**config.mk**
```make
export PLATFORM = sky130hd
export DESIGN_NAME = bytes_screen_rx
export DESIGN_NICKNAME = d
export VERILOG_FILES = /design/src/rtl/bytes_screen_rx.sv
export SDC_FILE = /design/constraint.sdc
export NUM_CORES = 1
export LEC_CHECK = 0
export CORE_MARGIN = 10
export CORE_UTILIZATION = 42
export DETAILED_ROUTE_END_ITERATION = 16
export PLACE_DENSITY = 0.65
export SYNTH_ARGS = -nofsm -noshare
export SYNTH_HDL_FRONTEND = slang
export SYNTH_SLANG_ARGS = --single-unit
```
**constraint.sdc**
```tcl
create_clock -name clk_in -period 2.68 [get_ports clk_in]
set_input_delay 0.536 -clock clk_in [delete_from_list [all_inputs] [get_ports clk_in]]
set_output_delay 0.536 -clock clk_in [all_outputs]
set_load 0.02 [all_outputs]
```
**src/rtl/bytes_screen_rx.sv**
```systemverilog
// Receive-side decoder for the bytes-screen debug protocol: finds tag-delimited
// frames in a UART byte stream, writes samples out and commits metadata per frame.
module bytes_screen_rx #(
  parameter  int TIMEOUT_CYCLES  = 500_000,
  parameter  int MAX_WIDTH       = 262_143,
  localparam int NUM_OSCILLATORS = 4,
  localparam int WW_WIDTH        = 18,
  localparam int SAMPLE_WIDTH    = 16
) (
  input  logic                                      clk_in,
  input  logic                                      rst_in,
  input  logic [7:0]                                byte_in,
  input  logic                                      byte_valid_in,
  output logic [WW_WIDTH-1:0]                       wave_width_out,
  output logic [NUM_OSCILLATORS-1:0][WW_WIDTH-1:0]  osc_indices_out,
  output logic [WW_WIDTH-1:0]                       sample_addr_out,
  output logic [SAMPLE_WIDTH-1:0]                   sample_data_out,
  output logic                                      sample_we_out,
  output logic                                      frame_active_out,
  output logic                                      frame_done_out,
  output logic                                      frame_error_out
);

  localparam int IDLE_W = $clog2(TIMEOUT_CYCLES + 1);
  localparam logic [IDLE_W-1:0]   IDLE_LIMIT = IDLE_W'(TIMEOUT_CYCLES - 1);
  localparam logic [WW_WIDTH-1:0] MAX_W      = WW_WIDTH'(MAX_WIDTH);
  localparam logic [1:0]          LAST_OSC   = 2'(NUM_OSCILLATORS - 1);
  localparam logic [47:0] TAG_WID = "WAVWID";
  localparam logic [47:0] TAG_OSC = "OSCIDX";
  localparam logic [47:0] TAG_DAT = "WAVDAT";
  localparam logic [7:0]  CHAR_W  = 8'h57;

  typedef enum logic [2:0] {
    HUNT,
    WID_VAL,
    OSC_TAG,
    OSC_VAL,
    DAT_TAG,
    DAT_VAL
  } state_t;

  state_t state, state_n;

  logic [2:0]  tag_idx, tag_n;
  logic [1:0]  field_byte, field_byte_n;
  logic [1:0]  osc_num, osc_num_n;
  logic        phase, phase_n;
  logic [WW_WIDTH-1:0] sample_cnt, sample_cnt_n;
  logic [IDLE_W-1:0]   idle_cnt;

  logic [WW_WIDTH-1:0] shadow_w;
  logic [NUM_OSCILLATORS-1:0][WW_WIDTH-1:0] shadow_osc;
  logic [7:0]  hi_byte;

  logic [47:0] tag_sel;
  logic [7:0]  exp_byte;
  logic        tag_match;
  logic        tag_last;
  logic [2:0]  restart_idx;
  logic [WW_WIDTH-1:0] width_dec;
  logic        do_err, do_commit, do_write;

  always_comb begin
    tag_sel = TAG_WID;
    if (state == OSC_TAG) begin
      tag_sel = TAG_OSC;
    end else if (state == DAT_TAG) begin
      tag_sel = TAG_DAT;
    end
    case (tag_idx)
      3'd0:    exp_byte = tag_sel[47:40];
      3'd1:    exp_byte = tag_sel[39:32];
      3'd2:    exp_byte = tag_sel[31:24];
      3'd3:    exp_byte = tag_sel[23:16];
      3'd4:    exp_byte = tag_sel[15:8];
      default: exp_byte = tag_sel[7:0];
    endcase
  end

  assign tag_match   = (byte_in == exp_byte);
  assign tag_last    = (tag_idx == 3'd5);
  assign restart_idx = (byte_in == CHAR_W) ? 3'd1 : 3'd0;
  assign width_dec   = {shadow_w[9:0], byte_in};

  always_comb begin
    state_n      = state;
    tag_n        = tag_idx;
    field_byte_n = field_byte;
    osc_num_n    = osc_num;
    phase_n      = phase;
    sample_cnt_n = sample_cnt;
    do_err       = 1'b0;
    do_commit    = 1'b0;
    do_write     = 1'b0;

    if (byte_valid_in) begin
      case (state)
        HUNT: begin
          if (!tag_match) begin
            tag_n = restart_idx;
          end else if (tag_last) begin
            state_n      = WID_VAL;
            tag_n        = 3'd0;
            field_byte_n = 2'd0;
          end else begin
            tag_n = tag_idx + 3'd1;
          end
        end
        WID_VAL: begin
          if (field_byte == 2'd2) begin
            field_byte_n = 2'd0;
            if (width_dec > MAX_W) begin
              do_err = 1'b1;
            end else begin
              state_n = OSC_TAG;
              tag_n   = 3'd0;
            end
          end else begin
            field_byte_n = field_byte + 2'd1;
          end
        end
        OSC_TAG: begin
          if (!tag_match) begin
            do_err = 1'b1;
          end else if (tag_last) begin
            state_n      = OSC_VAL;
            tag_n        = 3'd0;
            field_byte_n = 2'd0;
            osc_num_n    = 2'd0;
          end else begin
            tag_n = tag_idx + 3'd1;
          end
        end
        OSC_VAL: begin
          if (field_byte == 2'd2) begin
            field_byte_n = 2'd0;
            if (osc_num == LAST_OSC) begin
              state_n = DAT_TAG;
              tag_n   = 3'd0;
            end else begin
              osc_num_n = osc_num + 2'd1;
            end
          end else begin
            field_byte_n = field_byte + 2'd1;
          end
        end
        DAT_TAG: begin
          if (!tag_match) begin
            do_err = 1'b1;
          end else if (tag_last) begin
            tag_n = 3'd0;
            if (shadow_w == '0) begin
              state_n   = HUNT;
              do_commit = 1'b1;
            end else begin
              state_n      = DAT_VAL;
              phase_n      = 1'b0;
              sample_cnt_n = '0;
            end
          end else begin
            tag_n = tag_idx + 3'd1;
          end
        end
        DAT_VAL: begin
          if (!phase) begin
            phase_n = 1'b1;
          end else begin
            phase_n      = 1'b0;
            do_write     = 1'b1;
            sample_cnt_n = sample_cnt + WW_WIDTH'(1);
            if (sample_cnt == shadow_w - WW_WIDTH'(1)) begin
              state_n   = HUNT;
              tag_n     = 3'd0;
              do_commit = 1'b1;
            end
          end
        end
        default: begin
          state_n = HUNT;
          tag_n   = 3'd0;
        end
      endcase
    end else if (state != HUNT && idle_cnt == IDLE_LIMIT) begin
      do_err = 1'b1;
    end

    // A 'W' that breaks a frame may itself be the start of the next tag.
    if (do_err) begin
      state_n = HUNT;
      tag_n   = byte_valid_in ? restart_idx : 3'd0;
    end
  end

  always_ff @(posedge clk_in) begin
    if (rst_in) begin
      state      <= HUNT;
      tag_idx    <= 3'd0;
      field_byte <= 2'd0;
      osc_num    <= 2'd0;
      phase      <= 1'b0;
      sample_cnt <= '0;
      idle_cnt   <= '0;
    end else begin
      state      <= state_n;
      tag_idx    <= tag_n;
      field_byte <= field_byte_n;
      osc_num    <= osc_num_n;
      phase      <= phase_n;
      sample_cnt <= sample_cnt_n;
      if (byte_valid_in || state_n == HUNT) begin
        idle_cnt <= '0;
      end else begin
        idle_cnt <= idle_cnt + IDLE_W'(1);
      end
    end
  end

  // Shadow registers collect the frame header so that commit is atomic.
  always_ff @(posedge clk_in) begin
    if (rst_in) begin
      shadow_w   <= '0;
      shadow_osc <= '0;
      hi_byte    <= 8'd0;
    end else if (byte_valid_in) begin
      if (state == WID_VAL) begin
        shadow_w <= width_dec;
      end
      if (state == OSC_VAL) begin
        shadow_osc[osc_num] <= {shadow_osc[osc_num][9:0], byte_in};
      end
      if (state == DAT_VAL && !phase) begin
        hi_byte <= byte_in;
      end
    end
  end

  always_ff @(posedge clk_in) begin
    if (rst_in) begin
      wave_width_out  <= '0;
      osc_indices_out <= '0;
      sample_addr_out <= '0;
      sample_data_out <= '0;
      sample_we_out   <= 1'b0;
      frame_done_out  <= 1'b0;
      frame_error_out <= 1'b0;
    end else begin
      sample_we_out   <= do_write;
      frame_done_out  <= do_commit;
      frame_error_out <= do_err;
      if (do_write) begin
        sample_addr_out <= sample_cnt;
        sample_data_out <= {hi_byte, byte_in};
      end
      if (do_commit) begin
        wave_width_out  <= shadow_w;
        osc_indices_out <= shadow_osc;
      end
    end
  end

  assign frame_active_out = (state != HUNT);

endmodule

```
==> impl_metrics.json, run 1 <==
{
  "synthCells": 1500,
  "n_antenna_cell": 0,
  "syn-num-nets": 1519,
  "cp-end-kind": "flop",
  "path_clk_slew_ns": 0.06,
  "die_x_um": 189,
  "drt_iter0_markers": 1056,
  "antenna_found_initial": 0,
  "violations": "negative setup slack",
  "wl_met1_mm": 16.6,
  "synth_edf_count": 0,
  "nNetsFinal": 1709,
  "cts-root-buf": "clkbuf_16",
  "grt_pass1_vias": 11000,
  "portBuffers": 138,
  "cts_buffers": 30,
  "dieArea_um2": 35700,
  "tightest_slew_ns": 0.779,
  "synth_simple_gate_area_share_pct": 22.4,
  "slew_violations": 0,
  "wl_met3_mm": 2.31,
  "cp_data_required_time_ns": 3.10,
  "drv_cap": 0,
  "drive_gt1_share_pct": 17.0,
  "viasPerCell": 5.54,
  "rows": 61,
  "dr.max_layer_used": "met4",
  "post_synth.cell_area_avg_um2": 7.98,
  "finClkSkew_ns": 0.0130,
  "wl_per_cell_um": 18.4,
  "antenna_left": 0,
  "power-per-cell-area_nw_per_um2": 517,
  "cts_buffer_depth": 3,
  "final.setup.worst_slack_ns": -0.270,
  "coreArea_um2": 27900,
  "arrival_ns": 3.37,
  "finalHoldViolations": 0,
  "nFillCells": 2587,
  "start_util_pct": 42.9,
  "drt_pass1_iterations": 5,
  "dr_wl_met2_mm": 18.4,
  "start_kind": "flop",
  "drc": 0,
  "yosys-top-cells-area": "dfxtp_1 (46%), a21oi_1 (10%), nand2_1 (8.8%), nand3_1 (5.1%), o21ai_0 (4.3%)",
  "hold_class": "primary input to flop",
  "ir_worst_vdd_v": 0.000545,
  "gp_congestion": 0.936,
  "muxShareOfSynthArea_pct": 2.63,
  "status": "finished with violations",
  "synth-main-ff-cell": "dfxtp_1",
  "synth_area_um2": 12000,
  "grt-ovfl-total": 0,
  "yosys.area_share.xor_xnor_pct": 3.73,
  "final_core_util_pct": 56.9,
  "rsz0062_at_grt": "true",
  "cts_tree": "done",
  "async_flop_share_pct": 0,
  "synth_seq_cells": 273,
  "hpwl_mm": 25.3,
  "setup_viol_count_final": 95,
  "synth_top_area_cell": "dfxtp_1",
  "worstSkewPairLatency_ns": 0.56,
  "tns_ns": -20.34,
  "h-tree-depth": 1,
  "die_h_um": 189,
  "min_period_ns": 2.95,
  "synthAdderAreaFrac_pct": 0.836,
  "critPathMaxFanout": 62,
  "netlist.area_leader.share_pct": 45.6,
  "path_class": "flop to flop",
  "vias": 11600,
  "synth_top_family_by_area": "simple AND/OR/NAND/NOR gates",
  "io_pins": 139,
  "cellLeakagePower_uw": 0.00540,
  "yosys_warnings": 0,
  "area_delta_synth_final_pct": 32.9,
  "ys_types": 69,
  "grt_max_degree": 124,
  "synthTopCellsByCount": "nand2_1 (280), dfxtp_1 (273), a21oi_1 (249)",
  "relSlewSlack_pct": 47.7,
  "drt_wl_total_mm": 38.5,
  "fin_crit_sh_pct": 110,
  "yosysSeqAreaShare_pct": 45.6,
  "cts.sinks": 273,
  "synth_compound_area_share_pct": 19.3,
  "yosysMostFrequentCell": "nand2_1",
  "max_freq_mhz": 339,
  "grt_pass1_wl_mm": 59.4,
  "cts_hold_buffers": 0,
  "grt_usage_pct": 19.9
}
-- per-layer routing --
layer  vias to the layer above  track usage (%)
li1                       5611                -
met2                       304             33.2
met5                         -                0
met4                         0             5.80
met1                      5574             25.4
met3                        71             4.15
-- flip-flops by register name (all words and copies together) (netlist names) --
| register | flops |
|---|---|
| tag_idx | 3 |
| osc_num | 2 |
| wave_width_out | 18 |
| sample_data_out | 16 |
| frame_done_out | 1 |
| sample_cnt | 18 |
| sample_we_out | 1 |
| shadow_osc | 72 |
| shadow_w | 18 |
| frame_error_out | 1 |
| hi_byte | 8 |
| sample_addr_out | 18 |
| field_byte | 2 |
| state | 3 |
| osc_indices_out | 72 |
| phase | 1 |
| idle_cnt | 19 |
-- kinds of logic (layout without fill, tap and decap cells) --
group / Yosys count / count (layout)
compound gates: 421 / 421
xor+xnor: 51 / 51
fa+ha+maj: 8 / 8
buf+inv: 148 / 357
flops: 273 / 273
mux: 19 / 19
simple gates: 580 / 580
-- layout by cell type, fill, tap and decap left out, types with 5 or more instances in the layout --
cell type / netlist / routed
dfxtp_1: 273 / 267
o21ai_0: 104 / 85
a21oi_1: 249 / 246
ha_1: 8 / 6
nor4_2: 0 / 5
inv_1: 18 / 17
nand3_1: 121 / 103
nor2b_1: 8 / 7
clkbuf_1: 94 / 9
mux4_2: 10 / 10
buf_4: 0 / 130
buf_6: 11 / 7
xor2_1: 20 / 19
clkinv_2: 0 / 6
or4_1: 7 / 6
nor2_1: 61 / 61
nand2_1: 280 / 280
clkbuf_16: 0 / 32
nor3_1: 19 / 16
nand2b_1: 7 / 7
buf_12: 0 / 10
xnor2_1: 31 / 29
o21ai_1: 7 / 23
nand3_2: 0 / 18
and3_1: 9 / 9
or3_1: 13 / 10
mux2i_1: 9 / 9
nand4_1: 15 / 15
clkdlybuf4s50_1: 0 / 136
-- report_power, final --
| group | internal, µW | leakage, µW | switching [µW] |
|---|---|---|---|
| registers | 4060 | 0.00220 | 3.74 |
| clock network | 2250 | 0.000454 | 1640 |
| logic | 99.9 | 0.00275 | 180 |
-- worst max-delay path: stages (launching register included) --
cell,delay [ns]
dfxtp_2,0.34
or4_4,0.56
o22ai_2,0.15
or3b_4,0.40
nor4b_4,0.30
nand4_4,0.19
or3_4,0.42
buf_12,0.21
nand3_1,0.13
a21oi_1,0.08
-- worst paths after layout --
kind,start,to,slack (ns),depth (start not counted)
min,rst_in,osc_indices_out[71]$_SDFFE_PP0P_,0.45,2
min reg2reg,shadow_osc[14]$_SDFFE_PP0P_,shadow_osc[14]$_SDFFE_PP0P_,0.45,2
max,shadow_w[2]$_SDFFE_PP0P_,osc_indices_out[3]$_SDFFE_PP0P_,-0.27,9
max reg2reg,shadow_w[2]$_SDFFE_PP0P_,osc_indices_out[3]$_SDFFE_PP0P_,-0.27,9
-- per-stage QoR --
stage	cell area [µm²]	hold WS (ns)	instances	power, µW	setup WS (ns)
after floorplan	12100	0.431	1500	4290	-0.0453
after global placement	14400	0.440	2018	4410	-0.327
after detailed placement	14400	0.445	2018	4410	-0.336
after CTS	15500	0.447	2073	8280	-0.282
after global routing	15900	0.472	2087	8500	-0.390
final	15900	0.446	2087	8230	-0.270
-- cell type report --
cell class | count | area (µm²) | area share (%)
Multi-Input combinational cell | 1079 | 6240 | 39.2
Sequential cell | 273 | 5480 | 34.4
Timing Repair Buffer | 288 | 2730 | 17.2
Clock buffer | 43 | 840 | 5.28
Tap cell | 378 | 473 | 2.97
Clock inverter | 8 | 76.3 | 0.480
Inverter | 18 | 67.6 | 0.425
-- timing repair --
item,4_1_cts,5_1_grt
pin swaps,7,26
endpoints found under the setup margin,105,115
setup buffers,2,11
gates resized for setup,42,59
gates cloned,2,3
Note: power is estimated with default switching activity, not from simulation.
==> run 2: changes to the inputs <==
--- a/config.mk
+++ b/config.mk
@@ -9,6 +9,8 @@
 export CORE_UTILIZATION = 42
 export DETAILED_ROUTE_END_ITERATION = 16
 export PLACE_DENSITY = 0.65
+export RECOVER_POWER = 25
 export SYNTH_ARGS = -nofsm -noshare
 export SYNTH_HDL_FRONTEND = slang
 export SYNTH_SLANG_ARGS = --single-unit
+export TNS_END_PERCENT = 5
==> impl_metrics.json, run 2 (same netlist as run 1, synthesis figures left out) <==
{
  "finClkSkew_ns": 0.0249,
  "path_delay_family": "simple AND/OR/NAND/NOR gates",
  "final_core_util_pct": 58.2,
  "ir_worst_vdd_v": 0.000431,
  "mostFrequentLayoutCells": "nand2_1 (280), dfxtp_1 (266), a21oi_1 (244)",
  "drt_iter0_markers": 1034,
  "drv_cap": 0,
  "critPathMaxFanout": 5,
  "viasPerCell": 5.49,
  "hpwl_mm": 25.8,
  "dp_cells": 2058,
  "path_class": "flop to flop",
  "cts.sinks": 273,
  "grt_max_degree": 137,
  "finalHoldViolations": 0,
  "cts_tree": "done",
  "antenna_found_initial": 2,
  "reg.largest.list": "osc_indices_out x72, shadow_osc x72, idle_cnt x19",
  "cpMaxStageDelayCell": "o41ai_2",
  "wl_per_cell_um": 18.0,
  "path_clk_slew_ns": 0.07,
  "fin_crit_sh_pct": 113,
  "dieArea_um2": 35700,
  "grt_pass1_wl_mm": 60.2,
  "path_cells": "or3_4 -> or3_1 -> xor2_1 -> o41ai_2 -> nand3_1 -> buf_6 -> nor3_4 -> buf_6 -> clkbuf_16 -> clkbuf_16 -> o21ai_0 -> a21oi_1",
  "cellLeakagePower_uw": 0.00572,
  "start_util_pct": 42.9,
  "drc": 0,
  "status": "finished with violations",
  "fin_cells": 2127,
  "cp_data_required_time_ns": 3.13,
  "start_kind": "flop",
  "worstSkewPairLatency_ns": 0.55,
  "h-tree-depth": 1,
  "drive_gt1_share_pct": 18.8,
  "grt-ovfl-total": 0,
  "portBuffers": 138,
  "hold_class": "primary input to flop",
  "final.setup.worst_slack_ns": -0.360,
  "relSlewSlack_pct": 37.8,
  "final_common_cell": "nand2_1",
  "critical_path.n_buffers_inverters": 4,
  "coreArea_um2": 27900,
  "cts-root-buf": "clkbuf_16",
  "area_delta_synth_final_pct": 35.7,
  "min_period_ns": 3.04,
  "cts_buffer_depth": 3,
  "die_h_um": 189,
  "vias": 11700,
  "drt_wl_total_mm": 38.3,
  "drt_pass1_iterations": 6,
  "critPathMaxStageDelay_ns": 0.46,
  "io_pins": 139,
  "die_x_um": 189,
  "power-per-cell-area_nw_per_um2": 504,
  "violations": "negative setup slack",
  "rows": 61,
  "rsz0062_at_grt": "true",
  "setup_viol_count_final": 102,
  "nNetsFinal": 1748,
  "cts_buffers": 29,
  "arrival_ns": 3.49,
  "antenna_left": 0,
  "grt_pass1_vias": 11200,
  "slew_violations": 0,
  "gp_congestion": 0.907,
  "tightest_slew_ns": 0.933,
  "grt_usage_pct": 20.2,
  "cp-end-kind": "flop",
  "max_freq_mhz": 329
}
## run 2: cell types whose count changed in the layout (fill, tap and decap cells not counted), moves of 9 or more
cell,change
clkdlybuf4s50_1,-37
nand3_2,-9
dlygate4sd3_1,+38
o21ai_0,-42
o21ai_2,+19
nand3_1,+9
buf_4,+24
o21ai_1,+22
## run 2: worst paths after layout
| check | from | end | slack (ns) | depth (start not counted) |
|---|---|---|---|---|
| worst max-delay path | shadow_w[5]$_SDFFE_PP0P_ | osc_indices_out[52]$_SDFFE_PP0P_ | -0.36 | 12 |
| worst min-delay path | rst_in | osc_indices_out[35]$_SDFFE_PP0P_ | 0.39 | 2 |
| worst max register to register | shadow_w[5]$_SDFFE_PP0P_ | osc_indices_out[52]$_SDFFE_PP0P_ | -0.36 | 12 |
| worst min register to register | shadow_osc[10]$_SDFFE_PP0P_ | shadow_osc[10]$_SDFFE_PP0P_ | 0.45 | 2 |
## run 2: layout make-up
cell class	count	area [µm²]
repair buffers	328	3170
flip-flops and latches	273	5480
clock inverters	9	78.8
clock buffers	40	827
fillers	2558	11700
inverters	18	67.6
diodes	2	5.00
multi-input cells	1079	6140
well taps	378	473
## run 2: metrics by stage
step	power (µW)	setup slack, ns	cell area (µm²)	hold slack (ns)	setup TNS [ns]
2_1_floorplan	4290	-0.0462	12000	0.431	-3.82
3_3_place_gp	4420	-0.384	14700	0.439	-39.44
3_5_place_dp	4420	-0.425	14700	0.443	-40.19
4_1_cts	8260	-0.310	15800	0.377	-26.52
5_1_grt	8450	-0.467	16300	0.413	-39.35
6_report	8190	-0.360	16300	0.394	-27.58
## run 2: worst reg2reg max path, cell delays in order, from the launching register on
cell and delay [ns]:
dfxtp_4 0.35, or3_4 0.37, or3_1 0.36, xor2_1 0.16, o41ai_2 0.46, nand3_1 0.21
buf_6 0.18, nor3_4 0.18, buf_6 0.16, clkbuf_16 0.16, clkbuf_16 0.14, o21ai_0 0.07
a21oi_1 0.15
## run 2: per-layer routing
metal / wire length, µm / vias to the layer above / share of wire, % / global-route usage [%]
met5: 0 / - / 0 / 0
met4: 784 / 0 / 2.0 / 5.22
met3: 2650 / 52 / 6.9 / 3.88
met2: 18500 / 338 / 48 / 34.2
met1: 16400 / 5584 / 43 / 25.8
li1: - / 5699 / - / -
## run 2: where the power goes
group	internal, µW	leakage, µW	switching (µW)
Clock	2230	0.000445	1630
Combinational	99.3	0.00307	172
Sequential	4060	0.00220	4.82
Total	6390	0.00572	1800
## run 2: repair_timing
action | 4_1_cts | 5_1_grt
setup buffers | 1 | 6
endpoints found under the setup margin | 116 | 119
pin swaps | 7 | 97
gates cloned | 3 | 8
gates resized for setup | 26 | 120
hold buffers | 0 | 0
